--- src/rtl/cam_stream_gen.sv ---
// OV7670-style camera transmitter: divided PCLK plus HREF/VSYNC/8-bit RGB444 pixel bus
// driven from an internal test-pattern engine, one whole frame at a time.
module cam_stream_gen #(
  parameter int H_ACTIVE    = 160,
  parameter int V_ACTIVE    = 120,
  parameter int H_BLANK     = 144,
  parameter int VSYNC_LINES = 3,
  parameter int V_BACK      = 17,
  parameter int V_FRONT     = 10,
  parameter int PCLK_DIV    = 2
) (
  input  logic        clk,
  input  logic        rst,
  input  logic        en,
  input  logic [1:0]  mode,
  input  logic [11:0] solid_color,
  output logic        CAM_pclk,
  output logic        CAM_href,
  output logic        CAM_vsync,
  output logic [7:0]  CAM_px_data,
  output logic        busy,
  output logic        frame_done,
  output logic [15:0] frame_cnt
);

  localparam int LINE  = 2 * H_ACTIVE + H_BLANK;
  localparam int HW    = $clog2(LINE);
  localparam int LW    = $clog2(VSYNC_LINES + V_BACK + V_ACTIVE + V_FRONT);
  localparam int DW    = $clog2(2 * PCLK_DIV);
  localparam int BAR_W = (H_ACTIVE / 8 > 0) ? H_ACTIVE / 8 : 1;

  localparam logic [DW-1:0] DIV_LAST    = DW'(2 * PCLK_DIV - 1);
  localparam logic [DW-1:0] DIV_HALF    = DW'(PCLK_DIV);
  localparam logic [HW-1:0] H_LAST      = HW'(LINE - 1);
  localparam logic [HW-1:0] H_ACT_BYTES = HW'(2 * H_ACTIVE);
  localparam logic [LW-1:0] VS_LAST     = LW'(VSYNC_LINES - 1);
  localparam logic [LW-1:0] VB_LAST     = LW'(V_BACK - 1);
  localparam logic [LW-1:0] VA_LAST     = LW'(V_ACTIVE - 1);
  localparam logic [LW-1:0] VF_LAST     = LW'(V_FRONT - 1);

  typedef enum logic [2:0] {IDLE, VSYNC, VBACK, ACTIVE, VFRONT} state_t;

  state_t      state_q, state_d;
  logic [DW-1:0] div_q, div_d;
  logic        pclk_q, pclk_d;
  logic [HW-1:0] hcnt_q, hcnt_d;
  logic [LW-1:0] lcnt_q, lcnt_d;
  logic [1:0]  mode_q, mode_d;
  logic [11:0] color_q, color_d;
  logic [15:0] frame_cnt_q, frame_cnt_d;
  logic        frame_done_q, frame_done_d;
  logic        href_q, href_d;
  logic        vsync_q, vsync_d;
  logic [7:0]  data_q, data_d;
  logic        tick;
  logic        start_frame;
  logic [LW-1:0] phase_last;
  logic [15:0] x, y, bar;
  logic [11:0] bar_color, pix;

  // Tick is the clk on which PCLK falls; all bus outputs are re-registered there.
  always_comb begin
    div_d  = (div_q == DIV_LAST) ? '0 : div_q + 1'b1;
    pclk_d = (div_d >= DIV_HALF);
    tick   = (div_q == DIV_LAST);
  end

  always_comb begin
    case (state_q)
      VSYNC:   phase_last = VS_LAST;
      VBACK:   phase_last = VB_LAST;
      ACTIVE:  phase_last = VA_LAST;
      default: phase_last = VF_LAST;
    endcase
  end

  always_comb begin
    state_d      = state_q;
    hcnt_d       = hcnt_q;
    lcnt_d       = lcnt_q;
    mode_d       = mode_q;
    color_d      = color_q;
    frame_cnt_d  = frame_cnt_q;
    frame_done_d = 1'b0;
    start_frame  = 1'b0;
    if (tick) begin
      if (state_q == IDLE) begin
        start_frame = en;
      end else if (hcnt_q != H_LAST) begin
        hcnt_d = hcnt_q + 1'b1;
      end else begin
        hcnt_d = '0;
        if (lcnt_q != phase_last) begin
          lcnt_d = lcnt_q + 1'b1;
        end else begin
          lcnt_d = '0;
          case (state_q)
            VSYNC:  state_d = VBACK;
            VBACK:  state_d = ACTIVE;
            ACTIVE: state_d = VFRONT;
            default: begin
              frame_done_d = 1'b1;
              frame_cnt_d  = frame_cnt_q + 16'd1;
              state_d      = IDLE;
              start_frame  = en;
            end
          endcase
        end
      end
      // Pattern settings are captured only at frame start so a frame never mixes modes.
      if (start_frame) begin
        state_d = VSYNC;
        mode_d  = mode;
        color_d = solid_color;
      end
    end
  end

  // Outputs are derived from the position about to be presented on the bus.
  always_comb begin
    x   = 16'(hcnt_d[HW-1:1]);
    y   = 16'(lcnt_d);
    bar = x / 16'(BAR_W);
    case (bar)
      16'd0:   bar_color = 12'hFFF;
      16'd1:   bar_color = 12'hFF0;
      16'd2:   bar_color = 12'h0FF;
      16'd3:   bar_color = 12'h0F0;
      16'd4:   bar_color = 12'hF0F;
      16'd5:   bar_color = 12'hF00;
      16'd6:   bar_color = 12'h00F;
      default: bar_color = 12'h000;
    endcase
    case (mode_d)
      2'd0:    pix = color_d;
      2'd1:    pix = bar_color;
      2'd2:    pix = {4'(x >> 4), 4'(y >> 3), frame_cnt_q[3:0]};
      default: pix = (((x ^ y) & 16'h0008) != 16'h0000) ? 12'h000 : color_d;
    endcase
    href_d  = (state_d == ACTIVE) && (hcnt_d < H_ACT_BYTES);
    vsync_d = (state_d == VSYNC);
    data_d  = 8'h00;
    if (href_d) data_d = hcnt_d[0] ? pix[7:0] : {4'h0, pix[11:8]};
  end

  always_ff @(posedge clk or negedge rst) begin
    if (!rst) begin
      state_q      <= IDLE;
      div_q        <= '0;
      pclk_q       <= 1'b0;
      hcnt_q       <= '0;
      lcnt_q       <= '0;
      mode_q       <= 2'd0;
      color_q      <= 12'h000;
      frame_cnt_q  <= 16'h0000;
      frame_done_q <= 1'b0;
      href_q       <= 1'b0;
      vsync_q      <= 1'b0;
      data_q       <= 8'h00;
    end else begin
      state_q      <= state_d;
      div_q        <= div_d;
      pclk_q       <= pclk_d;
      hcnt_q       <= hcnt_d;
      lcnt_q       <= lcnt_d;
      mode_q       <= mode_d;
      color_q      <= color_d;
      frame_cnt_q  <= frame_cnt_d;
      frame_done_q <= frame_done_d;
      href_q       <= href_d;
      vsync_q      <= vsync_d;
      data_q       <= data_d;
    end
  end

  assign CAM_pclk    = pclk_q;
  assign CAM_href    = href_q;
  assign CAM_vsync   = vsync_q;
  assign CAM_px_data = data_q;
  assign busy        = (state_q != IDLE);
  assign frame_done  = frame_done_q;
  assign frame_cnt   = frame_cnt_q;

endmodule

--- config.mk ---
export PLATFORM = sky130hd
export DESIGN_NAME = cam_stream_gen
export DESIGN_NICKNAME = d
export VERILOG_FILES = /design/src/rtl/cam_stream_gen.sv
export SDC_FILE = /design/constraint.sdc
export NUM_CORES = 1
export LEC_CHECK = 0
export ABC_AREA = 1
export CORE_MARGIN = 4
export CORE_UTILIZATION = 35
export CTS_CLUSTER_SIZE = 20
export DETAILED_ROUTE_END_ITERATION = 6
export MAX_ROUTING_LAYER = met4
export PLACE_DENSITY_LB_ADDON = 0.12
export SLEW_MARGIN = 40
export SYNTH_ARGS = -nofsm -noshare
export SYNTH_HDL_FRONTEND = slang
export SYNTH_SLANG_ARGS = --single-unit
--- constraint.sdc ---
create_clock -name clk -period 5.6 [get_ports clk]
set_input_delay 1.12 -clock clk [delete_from_list [all_inputs] [get_ports clk]]
set_output_delay 1.12 -clock clk [all_outputs]
set_load 0.02 [all_outputs]
==> results of run 1 <==
-- sequential cells by signal, summed over array words and instances, names as in the netlist, named ones only --
register	cells
color_q	12
CAM_px_data	8
frame_cnt	16
CAM_href	1
lcnt_q	5
CAM_vsync	1
frame_done	1
hcnt_q	9
mode_q	2
div_q	2
state_q	3
-- layer usage --
metal  up-vias  routed length [um]  track usage
met5         -                   0            -
met1      1474                4460        0.218
met4         0                 187       0.0511
met3        17                 431       0.0420
li1       1584                   -            -
met2        62                4050        0.232
-- worst max path at each step --
| stage | start | endpoint |
|---|---|---|
| finish | div_q[1] | CAM_px_data[1] |
| global route | div_q[1] | CAM_px_data[3] |
| CTS | div_q[1] | CAM_px_data[1] |
| detailed placement | div_q[1] | CAM_px_data[1] |
| global placement | div_q[1] | CAM_px_data[1] |
| floorplan | div_q[1] | CAM_px_data[0] |
-- cell usage after synthesis (2+ instances only) --
cell        n
ha_1        5
a21oi_1    15
nor3b_1     2
and3_1      2
a21oi_2     2
nand4_1    11
o21ai_1     3
nand2_2    16
nand3_1    25
nand2_4     2
o21bai_1    4
inv_2      10
nand2_1   119
or2_2       4
buf_4       2
buf_2       3
nor2_2      8
xor2_1     18
inv_1      55
xnor2_1     4
o211ai_1    5
nor4_1      3
nor2_4      6
o21ai_0    24
nor3_1      4
dfrtp_1    63
nand3_2     8
nor2_1     23
-- per-stage QoR --
step	utilization	worst slack, ps	area [um^2]	instances
final	0.433	2020	4470	652
after floorplan	-	2620	3720	461
after CTS	0.433	2050	4470	652
after global routing	0.433	1690	4470	652
after detailed placement	0.417	2080	4300	636
after global placement	0.417	2130	4300	636
-- final cells by class --
class	instances	area, um^2
clock buffers	10	128
clock inverters	6	37.5
fillers	1026	5850
inverters	65	244
multi-input cells	326	1860
flip-flops and latches	63	1580
well taps	136	170
repair buffers	46	457
-- cells by family after synthesis --
family          after synthesis
compound gates               60
xor+xnor                     23
fa+ha+maj                     5
buf+inv                      72
flops                        63
simple gates                238
-- where the power goes --
group / total (mW) / internal (mW) / switching [mW]
Combinational: 0.0220 / 0.0101 / 0.0119
Sequential: 0.455 / 0.455 / 0
Clock: 0.347 / 0.158 / 0.189
-- worst max-delay path, delay by kind of cell, from the launching register on --
| family | cells | cell delay, ps |
|---|---|---|
| AOI/OAI and AO/OA | 4 | 840 |
| adders and majority gates | 2 | 790 |
| buffers and inverters | 3 | 250 |
| DFF | 1 | 360 |
| and+or+nand+nor | 12 | 1270 |
==> results_dict.tcl, run 1 <==
set metrics [dict create \
    status "completed" \
    rr_worst_depth 21 \
    required_ps 5850 \
    min_period_over_period 0.639 \
    grt_pass1_vias 3084 \
    synth_xor_area_frac 0.0561 \
    grt_pass1_wl_um 15500 \
    synth-compound-area-share 0.0978 \
    hold_violations 0 \
    setup_violations 0 \
    synth_edf_count 0 \
    clk_latency_ps 340 \
    finalCriticalPeriod_ps 3580 \
    p_leak_nw 2.20 \
    cts_hold_buf 0 \
    place_congestion 0.861 \
    clock_sinks 63 \
    fin_tns_setup_ps 0 \
    antenna_found_initial 0 \
    whs_path_depth 1 \
    grtUsageTotal 0.159 \
    die-area_um2 12400 \
    crit_chain "ha_1 > inv_2 > a21oi_2 > nand4_1 > nand2_1 > nand2_2 > nand2_1 > ha_1 > inv_1 > nand2_1 > nand2_2 > inv_1 > o211ai_1 > nand2_1 > nor2_2 > nand3_2 > nand2_1 > nand3_2 > o21bai_1 > nand2_1 > a21oi_1" \
    timing_worst_slew_pin_value_ps 637 \
    hold_ws_ps 431 \
    synth_warnings 0 \
    syn_area_um2 3720 \
    synth_top_area_cell "dfrtp_1" \
    post_cts_buffers 0 \
    clock-root-buffer "clkbuf_8" \
    synth_ff_type "dfrtp_1" \
    area_growth_pct 20.1 \
    cpMaxStageDelayCell "ha_1" \
    drcViolationCount 0 \
    final_cell_mix "119 x nand2_1, 63 x dfrtp_1, 55 x inv_1, 44 x clkdlybuf4s50_1, 25 x nand3_1" \
    finalPower_mw 0.823 \
    cp_common_cell "nand2_1" \
    min_from "div_q[0]" \
    end_kind "flop" \
    max_stage_delay_ps 570 \
    final_nets 533 \
    drive_above_1_share 0.157 \
    clk_pin_slew_ps 70 \
    wirelength_um 9130 \
    avgRoutedWirePerCell_um 14.0 \
    h-tree-depth 3 \
    overflow 0 \
    die_w_um 111 \
    antennaDiodeCount 0 \
    drt_iter0_drc 164 \
    start_util 0.361 \
    rsz0062_at_grt "no" \
    yosys.area_share.simple 0.328 \
    arrival_ps 3830 \
    cp_max_fo 12 \
    synth_nets 483 \
    synth_top_family_by_area "simple AND/OR/NAND/NOR gates" \
    cts_buffers 9 \
    yosys-top-cells-area "dfrtp_1 42%, nand2_1 12%, inv_1 5.5%" \
    slew_viol_final 0 \
    post-dp-hpwl_um 6890 \
    timing.rr.start "div_q[1]" \
    synthAdderAreaFrac 0.0168 \
    io_buffers 45 \
    cts_buffer_depth 2 \
    r2r-end "CAM_px_data[1]" \
    ir_drop_mv 0.0905 \
    hold_path.class "reg2reg" \
    final_common_cell "nand2_1" \
    drtPass1Iterations 4 \
    cts_tree "yes" \
    cts_resized 0 \
    synth_top_area_frac 0.423 \
    core_um2 10300 \
    ys_types 43 \
    synthMuxAreaShare 0 \
    synth-seq-cells 63 \
    slew_headroom 0.575 \
    ant_nets 0 \
    timing.fmax_ghz 0.280 \
    grt_start_max_net_pins 64 \
    async_reset_ff_frac 1.00 \
    ios 46 \
    synthCells 461 \
    cap_violations 0 \
    rows 37 \
    syn_area_per_cell_um2 8.08 \
    skew_ps 8.44 \
    avgViaCountPerCell 4.81 \
    holdPathEnd "div_q[0]" \
    powerDensity_nw_per_um2 184 \
    criticalPathCategory "reg2reg" \
    die_height_um 111 \
    critPathLaunchType "flop" \
    rrSetupSlack_ps 2020 \
    ys_seq_area_frac 0.423 \
    vias 3137 \
]
No activity file was read; power rests on OpenSTA's default activity.
==> run 2, diff against run 1 <==
Clock period 5.6 ns to 3.5 ns, I/O delays scaled along.
==> run 2 against run 1 <==
  * Cell count grew 1.1%
  * Register-to-register slack lost 1700 ps
  * Clock skew shrank 2.7 ps
  * Total power grew 77%
  * Critical path depth grew 1
  * Utilization grew 1.2 points
  * Worst setup slack lost 1700 ps
  * Global-route usage is essentially flat
  * Sequential power grew 60%
  * Non-clock buffer count grew 8
  * Hold slack lost 130 ps
  * Critical path type unchanged
  * Largest cell class unchanged
  * Largest power group unchanged
==> results_dict.tcl, run 2 (synthesized netlist as in run 1, its figures left out) <==
set metrics [dict create \
    status "completed" \
    drcViolationCount 0 \
    final_common_cell "nand2_1" \
    final_util 0.445 \
    timing_worst_slew_pin_value_ps 509 \
    cts_buffers 9 \
    largest_reg_flops 16 \
    avgRoutedWirePerCell_um 14.0 \
    antennaDiodeCount 0 \
    powerDensity_nw_per_um2 318 \
    grt_start_max_net_pins 34 \
    clk_pin_slew_ps 70 \
    die_w_um 111 \
    design_area_um2 4600 \
    rrSetupSlack_ps 350 \
    rsz0062_at_grt "yes" \
    ant_nets 0 \
    rr_worst_depth 22 \
    multiInputGateArea_um2 1880 \
    slew_headroom 0.660 \
    skew_ps 5.72 \
    cts_hold_buf 0 \
    grt_pass1_vias 3124 \
    cts_buffer_depth 2 \
    cp_max_fo 7 \
    rows 37 \
    grtUsageTotal 0.160 \
    drt_iter0_drc 96 \
    cts_tree "yes" \
    start_util 0.361 \
    drtPass1Iterations 4 \
    final_nets 541 \
    cap_violations 0 \
    end_kind "flop" \
    h-tree-depth 3 \
    drive_above_1_share 0.172 \
    clock_sinks 63 \
    clock-root-buffer "clkbuf_8" \
    r2r-end "CAM_px_data[0]" \
    seqCellArea_um2 1580 \
    vias 3124 \
    antenna_found_initial 0 \
    core_um2 10300 \
    arrival_ps 3420 \
    critPathLaunchType "flop" \
    place_congestion 0.886 \
    post-dp-hpwl_um 7130 \
    hold_violations 0 \
    setup_violations 0 \
    p_leak_nw 2.28 \
    die-area_um2 12400 \
    wirelength_um 9220 \
    io_buffers 45 \
    overflow 0 \
    timing.rr.start "hcnt_q[0]" \
    avgViaCountPerCell 4.74 \
    required_ps 3770 \
    hold_path.class "in2async" \
    ir_drop_mv 0.173 \
    die_height_um 111 \
    clk_latency_ps 350 \
    grt_pass1_wl_um 15400 \
    slew_viol_final 0 \
    min_period_over_period 0.900 \
    area_growth_pct 23.5 \
    nFillCells 1056 \
    timing.fmax_ghz 0.318 \
    finalPower_mw 1.46 \
    ios 46 \
    finalCriticalPeriod_ps 3150 \
    criticalPathCategory "reg2reg" \
    postPlaceCellArea_um2 4350 \
    final_cell_mix "119 x nand2_1, 63 x dfrtp_1, 55 x inv_1, 44 x clkdlybuf4s50_1, 25 x nand3_1" \
]
-- run 2: cell count changes in the layout (fill, tap and decap cells not counted), sizes merged --
cell,delta
buf,+8
clkinvlp,-3
bufinv,+2
clkbuf,+1
clkinv,-1
-- run 2: critical path: stages, from the launching register on --
cell and delay (ps):
dfrtp_1 400, ha_1 160, inv_1 70, nor2_4 180, nand3_4 150, nor2_8 150
inv_2 60, nand3_1 150, nand2_1 80, ha_1 270, inv_1 50, nand2_1 50
nand2_2 120, inv_1 70, o211ai_1 190, nand2_1 140, nor2_4 130, nand3_2 110
nand2_1 90, nand3_2 110, o21bai_1 160, nand2_1 70, a21oi_1 110
-- run 2: worst max-delay path by stage --
stage	startpoint	to	slack (ps)	depth (start not counted)
4_1_cts	div_q[1]	CAM_px_data[0]	170	20
2_1_floorplan	div_q[1]	CAM_px_data[0]	520	21
3_5_place_dp	div_q[1]	CAM_px_data[0]	180	20
3_3_place_gp	state_q[1]	CAM_px_data[0]	260	18
6_report	hcnt_q[0]	CAM_px_data[0]	350	22
5_1_grt	state_q[1]	CAM_px_data[4]	-20	16
-- run 2: metal layers --
metal / vias up / part of all wire / global-route usage
met2: 50 / 0.47 / 0.250
met4: 0 / 0.020 / 0.0527
li1: 1596 / - / -
met3: 16 / 0.043 / 0.0426
met1: 1462 / 0.46 / 0.202
met5: - / 0 / -
-- run 2: timing repair --
item / in CTS / in global routing
resized for setup: 0 / 5
setup buffers: 0 / 2
setup endpoints to repair: 0 / 7
-- run 2: cell type report --
cell class,instances,share of cell area
tap,136,0.0370
sequential,63,0.343
multi-input combinational,326,0.409
timing repair buffer,54,0.112
clock inverter,4,0.0152
clock buffer,11,0.0307
inverter,65,0.0531
-- run 2: metrics by stage --
stage | setup TNS (ps) | setup slack [ps] | hold WS (ps) | cells
4_1_cts | 0 | 174 | 436 | 657
2_1_floorplan | 0 | 519 | 401 | 461
3_5_place_dp | 0 | 175 | 426 | 642
3_3_place_gp | 0 | 255 | 409 | 642
6_report | 0 | 351 | 298 | 659
5_1_grt | -28.0 | -23.0 | 320 | 659
-- run 2: where the power goes --
part	switching (mW)	internal, mW	total (mW)
combinational	0.0186	0.0168	0.0354
clock	0.283	0.414	0.697
sequential	0	0.728	0.728
total	0.302	1.16	1.46
